$ cat src/rtl/rs_alloc_pkg.sv
// ---------------------------------------------------------------------------
// rs_alloc_pkg
// Shared sizing constants and types for the reservation-station entry
// allocator (rs_alloc_ctrl) and its bus interface.
//   RS_DEPTH   : number of managed entries
//   RS_ALLOC_W : allocation lanes per cycle
//   RS_FREE_W  : release lanes per cycle
//   RS_IDX_W   : entry index width
//   RS_CNT_W   : width of the free-entry counter (holds 0..RS_DEPTH)
// ---------------------------------------------------------------------------
package rs_alloc_pkg;

    localparam int RS_DEPTH   = 16;
    localparam int RS_ALLOC_W = 2;
    localparam int RS_FREE_W  = 2;
    localparam int RS_IDX_W   = $clog2(RS_DEPTH);
    localparam int RS_CNT_W   = $clog2(RS_DEPTH + 1);

    typedef logic [RS_IDX_W-1:0] rs_idx_t;
    typedef logic [RS_CNT_W-1:0] rs_cnt_t;

endpackage

$ cat src/rtl/rs_alloc_ctrl_if.sv
// ---------------------------------------------------------------------------
// rs_alloc_ctrl_if
// Dispatch / issue-side bus of the entry allocator.
//   flush        : clear every entry (branch-mispredict recovery)
//   alloc_req    : per-lane allocation request (prefix-shaped)
//   alloc_ready  : per-lane "may allocate this cycle"
//   alloc_idx    : offered entry index per lane, lane 0 in the LSBs
//   free_valid   : per-lane release valid
//   free_idx     : released entry index per lane, lane 0 in the LSBs
//   free_cnt     : registered number of free entries
//   full / empty : free_cnt == 0 / free_cnt == DEPTH
//   err_dbl_free : sticky bad-release flag (0 unless checking is built in)
// master = dispatch/issue side, slave = allocator.
// ---------------------------------------------------------------------------
interface rs_alloc_ctrl_if
    import rs_alloc_pkg::*;
#(
    parameter int DEPTH       = RS_DEPTH,
    parameter int ALLOC_WIDTH = RS_ALLOC_W,
    parameter int FREE_WIDTH  = RS_FREE_W
) ();

    localparam int IDX_W = $clog2(DEPTH);
    localparam int CNT_W = $clog2(DEPTH + 1);

    logic                         flush;
    logic [ALLOC_WIDTH-1:0]       alloc_req;
    logic [ALLOC_WIDTH-1:0]       alloc_ready;
    logic [ALLOC_WIDTH*IDX_W-1:0] alloc_idx;
    logic [FREE_WIDTH-1:0]        free_valid;
    logic [FREE_WIDTH*IDX_W-1:0]  free_idx;
    logic [CNT_W-1:0]             free_cnt;
    logic                         full;
    logic                         empty;
    logic                         err_dbl_free;

    modport master (
        output flush, alloc_req, free_valid, free_idx,
        input  alloc_ready, alloc_idx, free_cnt, full, empty, err_dbl_free
    );

    modport slave (
        input  flush, alloc_req, free_valid, free_idx,
        output alloc_ready, alloc_idx, free_cnt, full, empty, err_dbl_free
    );

endinterface

$ cat src/rtl/msb_psel_gen.sv
// ---------------------------------------------------------------------------
// msb_psel_gen
// Multi-grant priority selector, MSB first. Grant slice k is the one-hot of
// the k-th highest set bit of req_i; slices with nothing left are all zero.
//   req_i     : WIDTH request bits
//   gnt_bus_o : REQS one-hot grant slices, slice 0 in the LSBs
// ---------------------------------------------------------------------------
module msb_psel_gen #(
    parameter int WIDTH = 16,
    parameter int REQS  = 2
) (
    input  logic [WIDTH-1:0]      req_i,
    output logic [REQS*WIDTH-1:0] gnt_bus_o
);

    logic [WIDTH-1:0] remaining;
    logic             found;

    // Each lane takes the highest request still standing and removes it so
    // the next lane sees the next one down.
    always_comb begin
        remaining = req_i;
        gnt_bus_o = '0;
        found     = 1'b0;
        for (int k = 0; k < REQS; k++) begin
            found = 1'b0;
            for (int b = WIDTH - 1; b >= 0; b--) begin
                if (!found && remaining[b]) begin
                    gnt_bus_o[k*WIDTH + b] = 1'b1;
                    remaining[b]           = 1'b0;
                    found                  = 1'b1;
                end
            end
        end
    end

endmodule

$ cat src/rtl/rs_alloc_ctrl_onehot_to_idx.sv
// ---------------------------------------------------------------------------
// onehot_to_idx
// One-hot to binary encoder. An all-zero input encodes to index 0.
//   onehot_i : WIDTH-bit one-hot (or zero) vector
//   idx_o    : binary position of the set bit
// ---------------------------------------------------------------------------
module onehot_to_idx #(
    parameter int WIDTH = 16,
    parameter int IDX_W = $clog2(WIDTH)
) (
    input  logic [WIDTH-1:0] onehot_i,
    output logic [IDX_W-1:0] idx_o
);

    // OR of the positions of every set bit; exact for a one-hot input.
    always_comb begin
        idx_o = '0;
        for (int i = 0; i < WIDTH; i++) begin
            if (onehot_i[i]) begin
                idx_o = idx_o | IDX_W'(i);
            end
        end
    end

endmodule

$ cat src/rtl/rs_alloc_ctrl.sv
// ---------------------------------------------------------------------------
// rs_alloc_ctrl
// Entry allocator for a DEPTH-entry table. Offers up to ALLOC_WIDTH free
// indices per cycle (highest index first), takes up to FREE_WIDTH releases
// per cycle, and clears everything on flush.
//   clock   : rising-edge clock
//   reset_n : asynchronous active-low reset
//   bus     : rs_alloc_ctrl_if.slave (flush, alloc and release lanes, status)
// Optional build macro RS_ALLOC_DBL_FREE_CHK_EN: adds a sticky err_dbl_free
// flag and drops releases of non-busy or duplicated entries; without it the
// flag is tied low and releases are applied as given.
// ---------------------------------------------------------------------------
module rs_alloc_ctrl
    import rs_alloc_pkg::*;
#(
    parameter int DEPTH       = RS_DEPTH,
    parameter int ALLOC_WIDTH = RS_ALLOC_W,
    parameter int FREE_WIDTH  = RS_FREE_W
) (
    input logic            clock,
    input logic            reset_n,
    rs_alloc_ctrl_if.slave bus
);

    localparam int IDX_W = $clog2(DEPTH);
    localparam int CNT_W = $clog2(DEPTH + 1);

    logic [DEPTH-1:0]             busy_q, busy_d;
    logic [CNT_W-1:0]             free_cnt_q, free_cnt_d;
    logic [ALLOC_WIDTH*DEPTH-1:0] gntBus;
    logic [ALLOC_WIDTH*IDX_W-1:0] allocIdx;
    logic [ALLOC_WIDTH-1:0]       allocReady;
    logic [ALLOC_WIDTH-1:0]       allocFire;
    logic [FREE_WIDTH-1:0]        freeApply;

    // Offers come from registered state only, so a release made this cycle
    // is not visible to the selector until the next one.
    msb_psel_gen #(
        .WIDTH (DEPTH),
        .REQS  (ALLOC_WIDTH)
    ) u_sel (
        .req_i     (~busy_q),
        .gnt_bus_o (gntBus)
    );

    for (genvar k = 0; k < ALLOC_WIDTH; k++) begin : g_lane
        onehot_to_idx #(
            .WIDTH (DEPTH),
            .IDX_W (IDX_W)
        ) u_enc (
            .onehot_i (gntBus[k*DEPTH +: DEPTH]),
            .idx_o    (allocIdx[k*IDX_W +: IDX_W])
        );

        // Lane k has a grant exactly when more than k entries are free.
        assign allocReady[k] = (free_cnt_q > CNT_W'(k)) && !bus.flush;
    end

    assign allocFire = bus.alloc_req & allocReady;

`ifdef RS_ALLOC_DBL_FREE_CHK_EN
    logic err_dbl_q, err_dbl_d;
    logic badFree;

    // A release is dropped and flagged when its entry is not busy or an
    // earlier lane already names the same entry; the first lane still wins.
    always_comb begin
        freeApply = '0;
        err_dbl_d = err_dbl_q;
        badFree   = 1'b0;
        for (int j = 0; j < FREE_WIDTH; j++) begin
            if (bus.free_valid[j] && !bus.flush) begin
                badFree = !busy_q[bus.free_idx[j*IDX_W +: IDX_W]];
                for (int m = 0; m < j; m++) begin
                    if (bus.free_valid[m] &&
                        (bus.free_idx[m*IDX_W +: IDX_W] == bus.free_idx[j*IDX_W +: IDX_W])) begin
                        badFree = 1'b1;
                    end
                end
                if (badFree) begin
                    err_dbl_d = 1'b1;
                end else begin
                    freeApply[j] = 1'b1;
                end
            end
        end
    end

    // Sticky until reset; flush deliberately leaves it alone.
    always_ff @(posedge clock or negedge reset_n) begin
        if (!reset_n) begin
            err_dbl_q <= 1'b0;
        end else begin
            err_dbl_q <= err_dbl_d;
        end
    end

    assign bus.err_dbl_free = err_dbl_q;
`else
    assign freeApply        = bus.free_valid;
    assign bus.err_dbl_free = 1'b0;
`endif

    // Next busy map and count. Releases and allocations touch disjoint
    // entries for legal traffic; flush overrides both.
    always_comb begin
        int cntNext;
        busy_d  = busy_q;
        cntNext = 0;
        for (int j = 0; j < FREE_WIDTH; j++) begin
            if (freeApply[j]) begin
                busy_d[bus.free_idx[j*IDX_W +: IDX_W]] = 1'b0;
            end
        end
        for (int k = 0; k < ALLOC_WIDTH; k++) begin
            if (allocFire[k]) begin
                busy_d[allocIdx[k*IDX_W +: IDX_W]] = 1'b1;
            end
        end
        cntNext = int'(free_cnt_q) - $countones(allocFire) + $countones(freeApply);
        if (cntNext < 0) begin
            cntNext = 0;
        end else if (cntNext > DEPTH) begin
            cntNext = DEPTH;
        end
        free_cnt_d = CNT_W'(cntNext);
        if (bus.flush) begin
            busy_d     = '0;
            free_cnt_d = CNT_W'(DEPTH);
        end
    end

    // State registers; reset frees every entry.
    always_ff @(posedge clock or negedge reset_n) begin
        if (!reset_n) begin
            busy_q     <= '0;
            free_cnt_q <= CNT_W'(DEPTH);
        end else begin
            busy_q     <= busy_d;
            free_cnt_q <= free_cnt_d;
        end
    end

    assign bus.alloc_ready = allocReady;
    assign bus.alloc_idx   = allocIdx;
    assign bus.free_cnt    = free_cnt_q;
    assign bus.full        = (free_cnt_q == '0);
    assign bus.empty       = (free_cnt_q == CNT_W'(DEPTH));

endmodule
$ cat src/flat_wrapper.sv
// flat-port wrapper written by rule: the top's interface ports become plain ports
module rs_alloc_ctrl_flat import rs_alloc_pkg::*;
#(
    parameter int DEPTH       = RS_DEPTH,
    parameter int ALLOC_WIDTH = RS_ALLOC_W,
    parameter int FREE_WIDTH  = RS_FREE_W
)
  (clock, reset_n, bus_flush, bus_alloc_req, bus_free_valid, bus_free_idx, bus_alloc_ready, bus_alloc_idx, bus_free_cnt, bus_full, bus_empty, bus_err_dbl_free);
  rs_alloc_ctrl_if #(.DEPTH(DEPTH), .ALLOC_WIDTH(ALLOC_WIDTH), .FREE_WIDTH(FREE_WIDTH)) bus_i ();
  input logic clock;
  input logic reset_n;
  input wire logic [$bits(bus_i.flush)-1:0] bus_flush;
  input wire logic [$bits(bus_i.alloc_req)-1:0] bus_alloc_req;
  input wire logic [$bits(bus_i.free_valid)-1:0] bus_free_valid;
  input wire logic [$bits(bus_i.free_idx)-1:0] bus_free_idx;
  output wire logic [$bits(bus_i.alloc_ready)-1:0] bus_alloc_ready;
  output wire logic [$bits(bus_i.alloc_idx)-1:0] bus_alloc_idx;
  output wire logic [$bits(bus_i.free_cnt)-1:0] bus_free_cnt;
  output wire logic [$bits(bus_i.full)-1:0] bus_full;
  output wire logic [$bits(bus_i.empty)-1:0] bus_empty;
  output wire logic [$bits(bus_i.err_dbl_free)-1:0] bus_err_dbl_free;
  assign bus_i.flush = bus_flush;
  assign bus_i.alloc_req = bus_alloc_req;
  assign bus_i.free_valid = bus_free_valid;
  assign bus_i.free_idx = bus_free_idx;
  assign bus_alloc_ready = bus_i.alloc_ready;
  assign bus_alloc_idx = bus_i.alloc_idx;
  assign bus_free_cnt = bus_i.free_cnt;
  assign bus_full = bus_i.full;
  assign bus_empty = bus_i.empty;
  assign bus_err_dbl_free = bus_i.err_dbl_free;
  rs_alloc_ctrl #(.DEPTH(DEPTH), .ALLOC_WIDTH(ALLOC_WIDTH), .FREE_WIDTH(FREE_WIDTH)) u_core (.clock(clock), .reset_n(reset_n), .bus(bus_i));
endmodule
$ cat config.mk
export PLATFORM = sky130hd
export DESIGN_NAME = rs_alloc_ctrl_flat
export DESIGN_NICKNAME = d
export VERILOG_FILES = /design/src/rtl/rs_alloc_pkg.sv /design/src/rtl/rs_alloc_ctrl_if.sv /design/src/rtl/msb_psel_gen.sv /design/src/rtl/rs_alloc_ctrl_onehot_to_idx.sv /design/src/rtl/rs_alloc_ctrl.sv /design/src/flat_wrapper.sv
export SDC_FILE = /design/constraint.sdc
export NUM_CORES = 1
export LEC_CHECK = 0
export CORE_ASPECT_RATIO = 1.1
export CORE_MARGIN = 2
export CORE_UTILIZATION = 40
export CTS_CLUSTER_DIAMETER = 150
export DETAILED_ROUTE_END_ITERATION = 16
export GPL_TIMING_DRIVEN = 1
export PLACE_DENSITY = 0.62
export SYNTH_ARGS = -nofsm -noshare
export SYNTH_HDL_FRONTEND = slang
export SYNTH_SLANG_ARGS = --single-unit
$ cat constraint.sdc
create_clock -name clock -period 9 [get_ports clock]
set_input_delay 0.9 -clock clock [delete_from_list [all_inputs] [get_ports clock]]
set_output_delay 0.9 -clock clock [all_outputs]
set_load 0.02 [all_outputs]
==> results.sh, run 1 <==
export IMPL_status="completed"
export IMPL_portBuffers=31
export IMPL_period_needed_ps=4781
export IMPL_endpoint_kind="flop"
export IMPL_cp_max_fo=19
export IMPL_ys_seq_area_share_pct=22.72
export IMPL_hpwl_microns=4954
export IMPL_report_final_slew_viol_count=0
export IMPL_setup_tns_ps=0
export IMPL_yosys_warnings=0
export IMPL_hp_class="flop to flop"
export IMPL_cts_tree="built"
export IMPL_final_cell_mix="clkdlybuf4s50_1 (31), inv_1 (27), nand2_1 (21)"
export IMPL_die_h_microns=81.93
export IMPL_drive_gt1_share_pct=7.192
export IMPL_clk_pin_slew_ps=80
export IMPL_path_class="input port to flop"
export IMPL_tightest_slew_ps=945.0
export IMPL_worst_ep_required_time_ps=9200
export IMPL_diodes=0
export IMPL_final_setup_skew_ps=3.857
export IMPL_post_route_cell_area_sq_mm=0.002596
export IMPL_fp_dieArea_sq_mm=0.006132
export IMPL_ys_seq_elements=20
export IMPL_grt_pass1_vias=2116
export IMPL_vias_per_cell=6.147
export IMPL_final_hold_viol_count=0
export IMPL_p_leak_nw=0.9844
export IMPL_cts_hold_buffers_added=0
export IMPL_post_synth_instance_area_sq_mm=0.002208
export IMPL_initial_core_util_pct=41.20
export IMPL_cts_sinks=20
export IMPL_via_count=2256
export IMPL_io_pins=33
export IMPL_root_buffer="clkbuf_8"
export IMPL_fillers=533
export IMPL_ant_nets=0
export IMPL_num_rows=28
export IMPL_antenna_found_initial=0
export IMPL_final_common_cell="clkdlybuf4s50_1"
export IMPL_wl_microns=6478
export IMPL_setup_violations=0
export IMPL_synthFlopType="dfrtp_1"
export IMPL_fmax_mhz=209.2
export IMPL_finalCritPeriodShare_pct=53.12
export IMPL_startpoint_type="input port"
export IMPL_cap_violations=0
export IMPL_rsz0062_at_grt="false"
export IMPL_post_cts_buffers=0
export IMPL_grtUsageTotal_pct=22.69
export IMPL_htreeDepth=1
export IMPL_powerDensity_mw_per_mm2=179.5
export IMPL_grt_overflow=0
export IMPL_grt_max_degree=21
export IMPL_synth_cell_types=64
export IMPL_fp_coreArea_sq_mm=0.005360
export IMPL_holdWs_ps=698.0
export IMPL_grt_pass1_wl_microns=10610
export IMPL_clk_insertion_delay_late_ps=270
export IMPL_cts_path_max_buffers=2
export IMPL_drt_iter0_markers=196
export IMPL_ys_async_sr_fraction_pct=100.0
export IMPL_dpl_cell_area_sq_mm=0.002525
export IMPL_wl_per_cell_microns=17.65
export IMPL_avgSynthCellArea_sq_um=8.149
export IMPL_place_gp_congestion=0.9029
export IMPL_die_w_microns=74.85
export IMPL_worstPathArrival_ps=4980
export IMPL_route_detailed_drc=0
export IMPL_syn_to_final_growth_pct=17.56
export IMPL_numCtsBuffers=3
export IMPL_layout_nets=322
export IMPL_cts_repair_resized=0
export IMPL_firstDrtPassIters=5
export IMPL_syn_inst=271
export IMPL_synth_edff_count=0
export IMPL_ir_drop_uv=118.6
export IMPL_synth_nets=300
export IMPL_max_slew_margin_pct=36.80
final cells by class:
class                      instances  area [sq um]  share of cell area [%]
clock inverter                     1         30.03                   1.157
tap                               75         93.84                   3.614
timing repair buffer              31         310.3                   11.95
multi-input combinational        209          1511                   58.22
sequential                        20         501.7                   19.33
clock buffer                       3         41.29                   1.590
inverter                          28         107.6                   4.145
logic make-up (layout without fill, tap and decap cells):
kind of cell / count (synthesis) / count (layout) / share of synthesized area [%]
AOI/OAI and AO/OA: 88 / 88 / 31.16
other: 1 / 1 / 0.1698
buffers and inverters: 42 / 63 / 8.839
and+or+nand+nor: 97 / 97 / 24.65
muxes: 2 / 2 / 0.9066
DFF: 20 / 20 / 22.72
adders and majority gates: 17 / 17 / 9.972
xor gates and xnor gates: 4 / 4 / 1.587
through the flow:
step	power [mW]	setup WS, ps	instances	util [%]
floorplan	0.2917	4387	271	-
global placement	0.3742	4001	363	47.11
detailed placement	0.3716	3941	363	47.11
CTS	0.4644	4224	367	48.44
global route	0.4977	3947	367	48.44
finish	0.4660	4219	367	48.44
final timing paths:
check | slack, ps | start | to | cells past startpoint
max | 4220 | bus_flush | u_core.bus.free_cnt[2]$_DFF_PN0_ | 16
min | 700 | u_core.busy_q[1]$_DFF_PN0_ | u_core.busy_q[1]$_DFF_PN0_ | 2
max reg2reg | 4860 | u_core.bus.free_cnt[3]$_DFF_PN0_ | u_core.bus.free_cnt[2]$_DFF_PN0_ | 18
min reg2reg | 700 | u_core.busy_q[1]$_DFF_PN0_ | u_core.busy_q[1]$_DFF_PN0_ | 2
max in group asynchronous | 7270 | reset_n | u_core.bus.free_cnt[3]$_DFF_PN0_ | 1
min in group asynchronous | 1150 | reset_n | u_core.busy_q[11]$_DFF_PN0_ | 1
routing by layer:
metal  routed length, microns  track usage (%)
met4                      190            9.643
met3                      417            2.454
met1                     2903            30.80
met5                        0                0
met2                     2967            36.23
critical path, cell delays in order:
cell and delay (ps):
clkdlybuf4s50_1 810, a211oi_1 430, and2_1 350, ha_1 230, fa_1 460, inv_1 80, ha_1 220, a21o_1 170
a21oi_1 210, o21bai_1 110, a21oi_1 150, ha_1 140, inv_1 40, a2111oi_0 290, o211ai_1 230, nor2_1 140
cell usage after synthesis, drive strengths merged, types with 2 or more instances:
cell type / instances / area share (%)
a211oi: 4 / 1.6
a21o: 5 / 2.0
a21oi: 7 / 1.6
a221oi: 6 / 2.4
a22oi: 10 / 3.4
a31oi: 9 / 2.5
a32oi: 6 / 2.4
and2: 3 / 0.85
and3: 7 / 2.2
and4: 2 / 0.79
buf: 11 / 3.5
clkbuf: 3 / 0.51
dfrtp: 19 / 22
fa: 2 / 1.8
ha: 12 / 6.8
inv: 28 / 4.9
maj3: 3 / 1.4
mux2i: 2 / 0.91
nand2: 22 / 3.9
nand2b: 4 / 1.1
nand3: 13 / 3.4
nand4: 6 / 1.7
nand4b: 2 / 0.79
nor2: 19 / 3.2
nor2b: 5 / 1.4
nor3: 5 / 1.4
nor3b: 3 / 1.0
nor4: 2 / 1.2
o211ai: 3 / 1.0
o21ai: 8 / 1.8
o22ai: 10 / 2.8
o31ai: 3 / 1.0
o32ai: 5 / 3.7
xnor2: 2 / 0.79
xor2: 2 / 0.79
sequential cells by signal, indices dropped and copies added, names as in the netlist:
name and count:
u_core.bus.free_cnt 5, u_core.busy_q 15
where the power goes:
part	internal, mW	leakage [nW]	switching [mW]
Clock	0.0595	0.0357	0.0332
Combinational	0.102	0.676	0.145
Sequential	0.0999	0.273	0.0264
Total	0.261	0.984	0.205
Note: power is estimated with default switching activity, not from simulation.
==> inputs of run 2 (changes only) <==
==> constraint.sdc (replaced) <==
create_clock -name clock -period 4.7 [get_ports clock]
set_input_delay 0.47 -clock clock [delete_from_list [all_inputs] [get_ports clock]]
set_output_delay 0.47 -clock clock [all_outputs]
set_load 0.02 [all_outputs]
==> run 2 against run 1 <==
  * Setup slack worse by 3600 ps
  * Critical path type is now flop to flop
  * Largest power group unchanged
  * Highest routed layer unchanged
  * First-iteration DRC count is 7.7% higher
  * Die area stayed put
  * Via count hardly changed
==> results.sh, run 2 (synthesis gave the netlist of run 1 again) <==
export IMPL_fmax_mhz=242.9
export IMPL_die_w_microns=74.85
export IMPL_cap_violations=0
export IMPL_largest_reg_flops=15
export IMPL_cp_cell_sequence="inv_1 > ha_1 > nor4bb_1 > a211oi_1 > and2_1 > ha_1 > fa_1 > inv_1 > ha_1 > a21o_1 > a21oi_1 > o21bai_1 > a21oi_1 > ha_1 > inv_1 > a2111oi_0 > o211ai_1 > nor2_1"
export IMPL_holdPathStages=2
export IMPL_pwr_share_comb_pct=53.7
export IMPL_post_cts_buffers=0
export IMPL_grt_overflow=0
export IMPL_cp_common_cell="ha_1"
export IMPL_vias_per_cell=6.136
export IMPL_grt_pass1_vias=2066
export IMPL_grt_max_degree=21
export IMPL_firstDrtPassIters=5
export IMPL_critPathSlowestCell="fa_1"
export IMPL_clk_insertion_delay_late_ps=260
export IMPL_final_hold_viol_count=0
export IMPL_cts_tree="built"
export IMPL_powerDensity_mw_per_mm2=341.9
export IMPL_numCtsBuffers=3
export IMPL_wl_per_cell_microns=17.65
export IMPL_rr_endpoint="u_core.bus.free_cnt[0]$_DFF_PN0_"
export IMPL_ir_drop_uv=210.3
export IMPL_worstReg2RegStart="u_core.bus.free_cnt[3]$_DFF_PN0_"
export IMPL_finalCritPeriodShare_pct=87.60
export IMPL_fillers=549
export IMPL_post_route_cell_area_sq_mm=0.002610
export IMPL_num_rows=28
export IMPL_setup_violations=0
export IMPL_layout_nets=323
export IMPL_path_class="flop to flop"
export IMPL_max_slew_margin_pct=39.33
export IMPL_multi_input_area_sq_mm=0.001518
export IMPL_antenna_found_initial=0
export IMPL_startpoint_type="flop"
export IMPL_path_delay_family="adder cells"
export IMPL_ant_nets=0
export IMPL_report_final_slew_viol_count=0
export IMPL_final_common_cell="clkdlybuf4s50_1"
export IMPL_route_detailed_drc=0
export IMPL_cp_max_fo=7
export IMPL_cts_path_max_buffers=2
export IMPL_status="completed"
export IMPL_place_gp_congestion=0.9439
export IMPL_p_sw_mw=0.3900
export IMPL_reg2reg_slack_ps=580
export IMPL_tightest_slew_ps=907.2
export IMPL_cts_sinks=20
export IMPL_regArea_sq_um=501.7
export IMPL_drive_gt1_share_pct=7.850
export IMPL_io_pins=33
export IMPL_grt_pass1_wl_microns=10680
export IMPL_p_leak_nw=0.9921
export IMPL_syn_to_final_growth_pct=18.19
export IMPL_wl_microns=6496
export IMPL_endpoint_kind="flop"
export IMPL_initial_core_util_pct=41.20
export IMPL_final_core_util_pct=48.69
export IMPL_worstPathArrival_ps=4310
export IMPL_diodes=0
export IMPL_portBuffers=31
export IMPL_root_buffer="clkbuf_8"
export IMPL_grtUsageTotal_pct=22.86
export IMPL_worst_ep_required_time_ps=4900
export IMPL_dpl_cell_area_sq_mm=0.002532
export IMPL_p_seq_share_pct=26.9
export IMPL_min_from="u_core.busy_q[15]$_DFF_PN0_"
export IMPL_switching_share_pct=43.71
export IMPL_final_setup_skew_ps=8.722
export IMPL_hpwl_microns=5112
export IMPL_setup_tns_ps=0
export IMPL_fp_coreArea_sq_mm=0.005360
export IMPL_cp_buffers_inverters=3
export IMPL_clkPwrFrac_pct=19.3
export IMPL_die_h_microns=81.93
export IMPL_r2r_cells=18
export IMPL_worst_path_largest_cell_delay_ps=560
export IMPL_htreeDepth=1
export IMPL_hp_class="flop to flop"
export IMPL_holdWs_ps=709.6
export IMPL_largest_register="u_core.busy_q"
export IMPL_clk_pin_slew_ps=80
export IMPL_p_int_mw=0.5023
export IMPL_fp_dieArea_sq_mm=0.006132
export IMPL_min_to="u_core.busy_q[15]$_DFF_PN0_"
export IMPL_period_needed_ps=4117
export IMPL_via_count=2258
export IMPL_rsz0062_at_grt="false"
export IMPL_final_cell_mix="clkdlybuf4s50_1 (31), inv_1 (27), nand2_1 (21)"
export IMPL_drt_iter0_markers=211
## run 2: cell types whose count changed in the layout (fill, tap and decap cells not counted), sizes merged
cell and change:
buf +1
## run 2: timing repair
action,4_1_cts,5_1_grt
hold buffers,0,0
endpoints found under the setup margin,0,2
gates resized for setup,0,1
## run 2: metal layers
layer,GRT usage (%),up-vias,part of all wire (%)
met5,0,-,0
met4,6.071,0,1.1
met2,38.95,107,49
met1,31.18,1073,43
li1,-,1070,-
met3,1.350,8,7.2
## run 2: worst max path at each step
stage	startpoint	endpoint	slack [ps]	cells after the start
after detailed placement	bus_flush	u_core.bus.free_cnt[3]$_DFF_PN0_	480	16
after floorplan	u_core.bus.free_cnt[3]$_DFF_PN0_	u_core.bus.free_cnt[0]$_DFF_PN0_	90	19
after global placement	bus_flush	u_core.bus.free_cnt[3]$_DFF_PN0_	550	17
after CTS	u_core.bus.free_cnt[3]$_DFF_PN0_	u_core.bus.free_cnt[3]$_DFF_PN0_	550	19
final	u_core.bus.free_cnt[3]$_DFF_PN0_	u_core.bus.free_cnt[0]$_DFF_PN0_	580	18
after global routing	u_core.bus.free_cnt[3]$_DFF_PN0_	u_core.bus.free_cnt[1]$_DFF_PN0_	50	18
## run 2: power groups by stage
| stage | Combinational (mW) | Clock [mW] | Sequential [mW] |
|---|---|---|---|
| detailed placement | 0.472 | 0 | 0.242 |
| global placement | 0.473 | 0 | 0.243 |
| finish | 0.480 | 0.172 | 0.240 |
| floorplan | 0.341 | 0 | 0.218 |
| CTS | 0.475 | 0.177 | 0.239 |
| global route | 0.529 | 0.183 | 0.245 |
## run 2: worst min-delay path: stages (launching register included)
cell     delay (ps)
dfrtp_1         490
a32oi_1          90
nor2_1           90
## run 2: cell type report
cell class / instances / share of cell area, %
clock buffers: 3 / 1.582
clock inverters: 1 / 1.151
inverters: 28 / 4.123
multi-input cells: 209 / 58.15
flip-flops and latches: 20 / 19.22
well taps: 75 / 3.595
repair buffers: 32 / 12.18
## run 2: through the flow
stage	std cells	setup slack (ps)	total power, mW
global route	368	46.72	0.9571
global placement	364	547.5	0.7161
finish	368	582.8	0.8922
CTS	368	550.0	0.8913
detailed placement	364	476.5	0.7146
floorplan	271	86.71	0.5586
==> inputs of run 3 (changes only) <==
--- a/config.mk
+++ b/config.mk
@@ -10,8 +10,7 @@
 export CORE_UTILIZATION = 40
 export CTS_CLUSTER_DIAMETER = 150
 export DETAILED_ROUTE_END_ITERATION = 16
-export GPL_TIMING_DRIVEN = 1
-export PLACE_DENSITY = 0.62
+export PLACE_DENSITY = 0.64
 export SYNTH_ARGS = -nofsm -noshare
 export SYNTH_HDL_FRONTEND = slang
 export SYNTH_SLANG_ARGS = --single-unit
==> constraint.sdc (replaced) <==
create_clock -name clock -period 3.7 [get_ports clock]
set_input_delay 0.37 -clock clock [delete_from_list [all_inputs] [get_ports clock]]
set_output_delay 0.37 -clock clock [all_outputs]
set_load 0.02 [all_outputs]
==> run 3 against run 2 <==
  * Utilization increased by 4.9 points
  * Non-clock buffer count grew 16
  * Global-route usage grew 0.55 points
  * Cell area rose by 10%
  * Clock power barely moved
  * Worst hold slack got worse by 76 ps
  * Clock skew down 4.1 ps
  * Largest cell class unchanged
  * Largest power group unchanged
==> results.sh, run 3 (synthesis gave the netlist of run 1 again) <==
export IMPL_htreeDepth=1
export IMPL_syn_to_final_growth_pct=30.03
export IMPL_p_total_mw=1.237
export IMPL_hp_class="input port to async pin"
export IMPL_drt_iter0_markers=176
export IMPL_num_rows=28
export IMPL_firstDrtPassIters=4
export IMPL_final_common_cell="clkdlybuf4s50_1"
export IMPL_startpoint_type="flop"
export IMPL_drive_gt1_share_pct=20.39
export IMPL_layout_nets=339
export IMPL_cap_violations=0
export IMPL_fp_dieArea_sq_mm=0.006132
export IMPL_final_hold_viol_count=0
export IMPL_clk_insertion_delay_late_ps=260
export IMPL_largest_reg_flops=15
export IMPL_via_count=2293
export IMPL_route_detailed_drc=0
export IMPL_powerDensity_mw_per_mm2=430.6
export IMPL_fillers=497
export IMPL_r2r_cells=18
export IMPL_worstPathArrival_ps=3720
export IMPL_grt_overflow=0
export IMPL_fmax_mhz=283.3
export IMPL_place_gp_congestion=0.8574
export IMPL_worstReg2RegStart="u_core.bus.free_cnt[3]$_DFF_PN0_"
export IMPL_finalCritPeriodShare_pct=95.40
export IMPL_cts_tree="built"
export IMPL_die_w_microns=74.85
export IMPL_dp_slack_ps=89.06
export IMPL_final_setup_skew_ps=4.576
export IMPL_final_cell_mix="clkdlybuf4s50_1 (31), inv_1 (22), nand2_1 (20)"
export IMPL_initial_core_util_pct=41.20
export IMPL_report_final_slew_viol_count=0
export IMPL_diodes=0
export IMPL_cts_sinks=20
export IMPL_io_pins=33
export IMPL_grtUsageTotal_pct=23.41
export IMPL_portBuffers=31
export IMPL_p_leak_nw=1.067
export IMPL_worst_ep_required_time_ps=3890
export IMPL_grt_pass1_vias=2155
export IMPL_grt_max_degree=21
export IMPL_critPathSlowestCell="dfrtp_2"
export IMPL_cts_hold_buffers_added=0
export IMPL_largest_register="u_core.busy_q"
export IMPL_grt_pass1_wl_microns=10850
export IMPL_fin_ws_ps=170.1
export IMPL_rsz0062_at_grt="true"
export IMPL_vias_per_cell=5.971
export IMPL_cts_path_max_buffers=2
export IMPL_period_needed_ps=3530
export IMPL_path_class="flop to flop"
export IMPL_status="completed"
export IMPL_worst_path_largest_cell_delay_ps=450
export IMPL_reg2reg_slack_ps=170
export IMPL_ir_drop_uv=314.4
export IMPL_setup_violations=0
export IMPL_max_slew_margin_pct=35.76
export IMPL_fp_coreArea_sq_mm=0.005360
export IMPL_tightest_slew_ps=960.7
export IMPL_setup_tns_ps=0
export IMPL_ant_nets=0
export IMPL_cp_max_fo=4
export IMPL_endpoint_kind="flop"
export IMPL_root_buffer="clkbuf_8"
export IMPL_antenna_found_initial=0
export IMPL_numCtsBuffers=3
export IMPL_rr_endpoint="u_core.bus.free_cnt[0]$_DFF_PN0_"
export IMPL_clk_pin_slew_ps=80
export IMPL_cp_cell_sequence="clkinv_4 > buf_4 > ha_4 > o31ai_4 > a211oi_4 > and2_4 > ha_4 > ha_1 > inv_1 > ha_1 > inv_1 > fa_2 > nand2b_1 > a21oi_2 > nor2_2 > a2111oi_4 > o211ai_1 > nor2_1"
export IMPL_wl_per_cell_microns=17.52
export IMPL_wl_microns=6729
export IMPL_holdWs_ps=633.2
export IMPL_die_h_microns=81.93
export IMPL_hpwl_microns=5256
[run 3: changes by cell type in the layout (fill, tap and decap cells not counted), sizes merged]
cell	before	now
buf	1	17
bufinv	1	0
clkbuf	3	4
clkinv	0	1
inv	28	27
[run 3: layout make-up]
class                   count  area, sq um  share of cell area [%]
clock buffers               4        55.05                   1.917
inverters                  28        115.1                   4.009
multi-input cells         209         1664                   57.95
flip-flops and latches     20        505.5                   17.60
well taps                  75        93.84                   3.268
repair buffers             48        437.9                   15.25
[run 3: worst max path at each step]
stage	start	endpoint	slack (ps)	depth (start not counted)
after floorplan	u_core.bus.free_cnt[4]$_DFF_PN1_	u_core.bus.free_cnt[2]$_DFF_PN0_	-30	19
after global placement	bus_flush	u_core.bus.free_cnt[0]$_DFF_PN0_	150	13
after detailed placement	bus_flush	u_core.bus.free_cnt[0]$_DFF_PN0_	90	15
after CTS	u_core.bus.free_cnt[3]$_DFF_PN0_	u_core.bus.free_cnt[0]$_DFF_PN0_	80	19
after global routing	u_core.bus.free_cnt[2]$_DFF_PN0_	u_core.bus.free_cnt[0]$_DFF_PN0_	-120	19
final	u_core.bus.free_cnt[3]$_DFF_PN0_	u_core.bus.free_cnt[0]$_DFF_PN0_	170	18
[run 3: layer usage]
layer	vias to the layer above	track usage (%)	wire [microns]
li1	1111	-	-
met1	1087	30.86	2919
met2	85	39.21	3335
met3	10	3.190	344
met4	0	7.500	129
met5	-	0	0
[run 3: report_power, final]
part | switching [mW] | total, mW | internal, mW
registers | 0.0627 | 0.306 | 0.244
logic | 0.413 | 0.758 | 0.345
clock network | 0.0770 | 0.172 | 0.0950
total | 0.553 | 1.24 | 0.684
[run 3: timing repair]
item,4_1_cts,5_1_grt
endpoints found under the setup margin,0,4
buffers inserted,0,6
resized for setup,0,4
[run 3: critical path: cells and delay by family, from the launching register on]
family / cells / cell delay [ps]
adders and majority gates: 5 / 1090
AOI/OAI and AO/OA: 5 / 1020
and+or+nand+nor: 4 / 590
DFF: 1 / 450
buffers and inverters: 4 / 300
[run 3: through the flow]
stage	area (sq um)	std cells	util, %
after floorplan	2360	271	-
after global placement	2753	374	51.35
after detailed placement	2753	374	51.35
after CTS	2808	378	52.38
after global routing	2872	384	53.57
final	2872	384	53.57
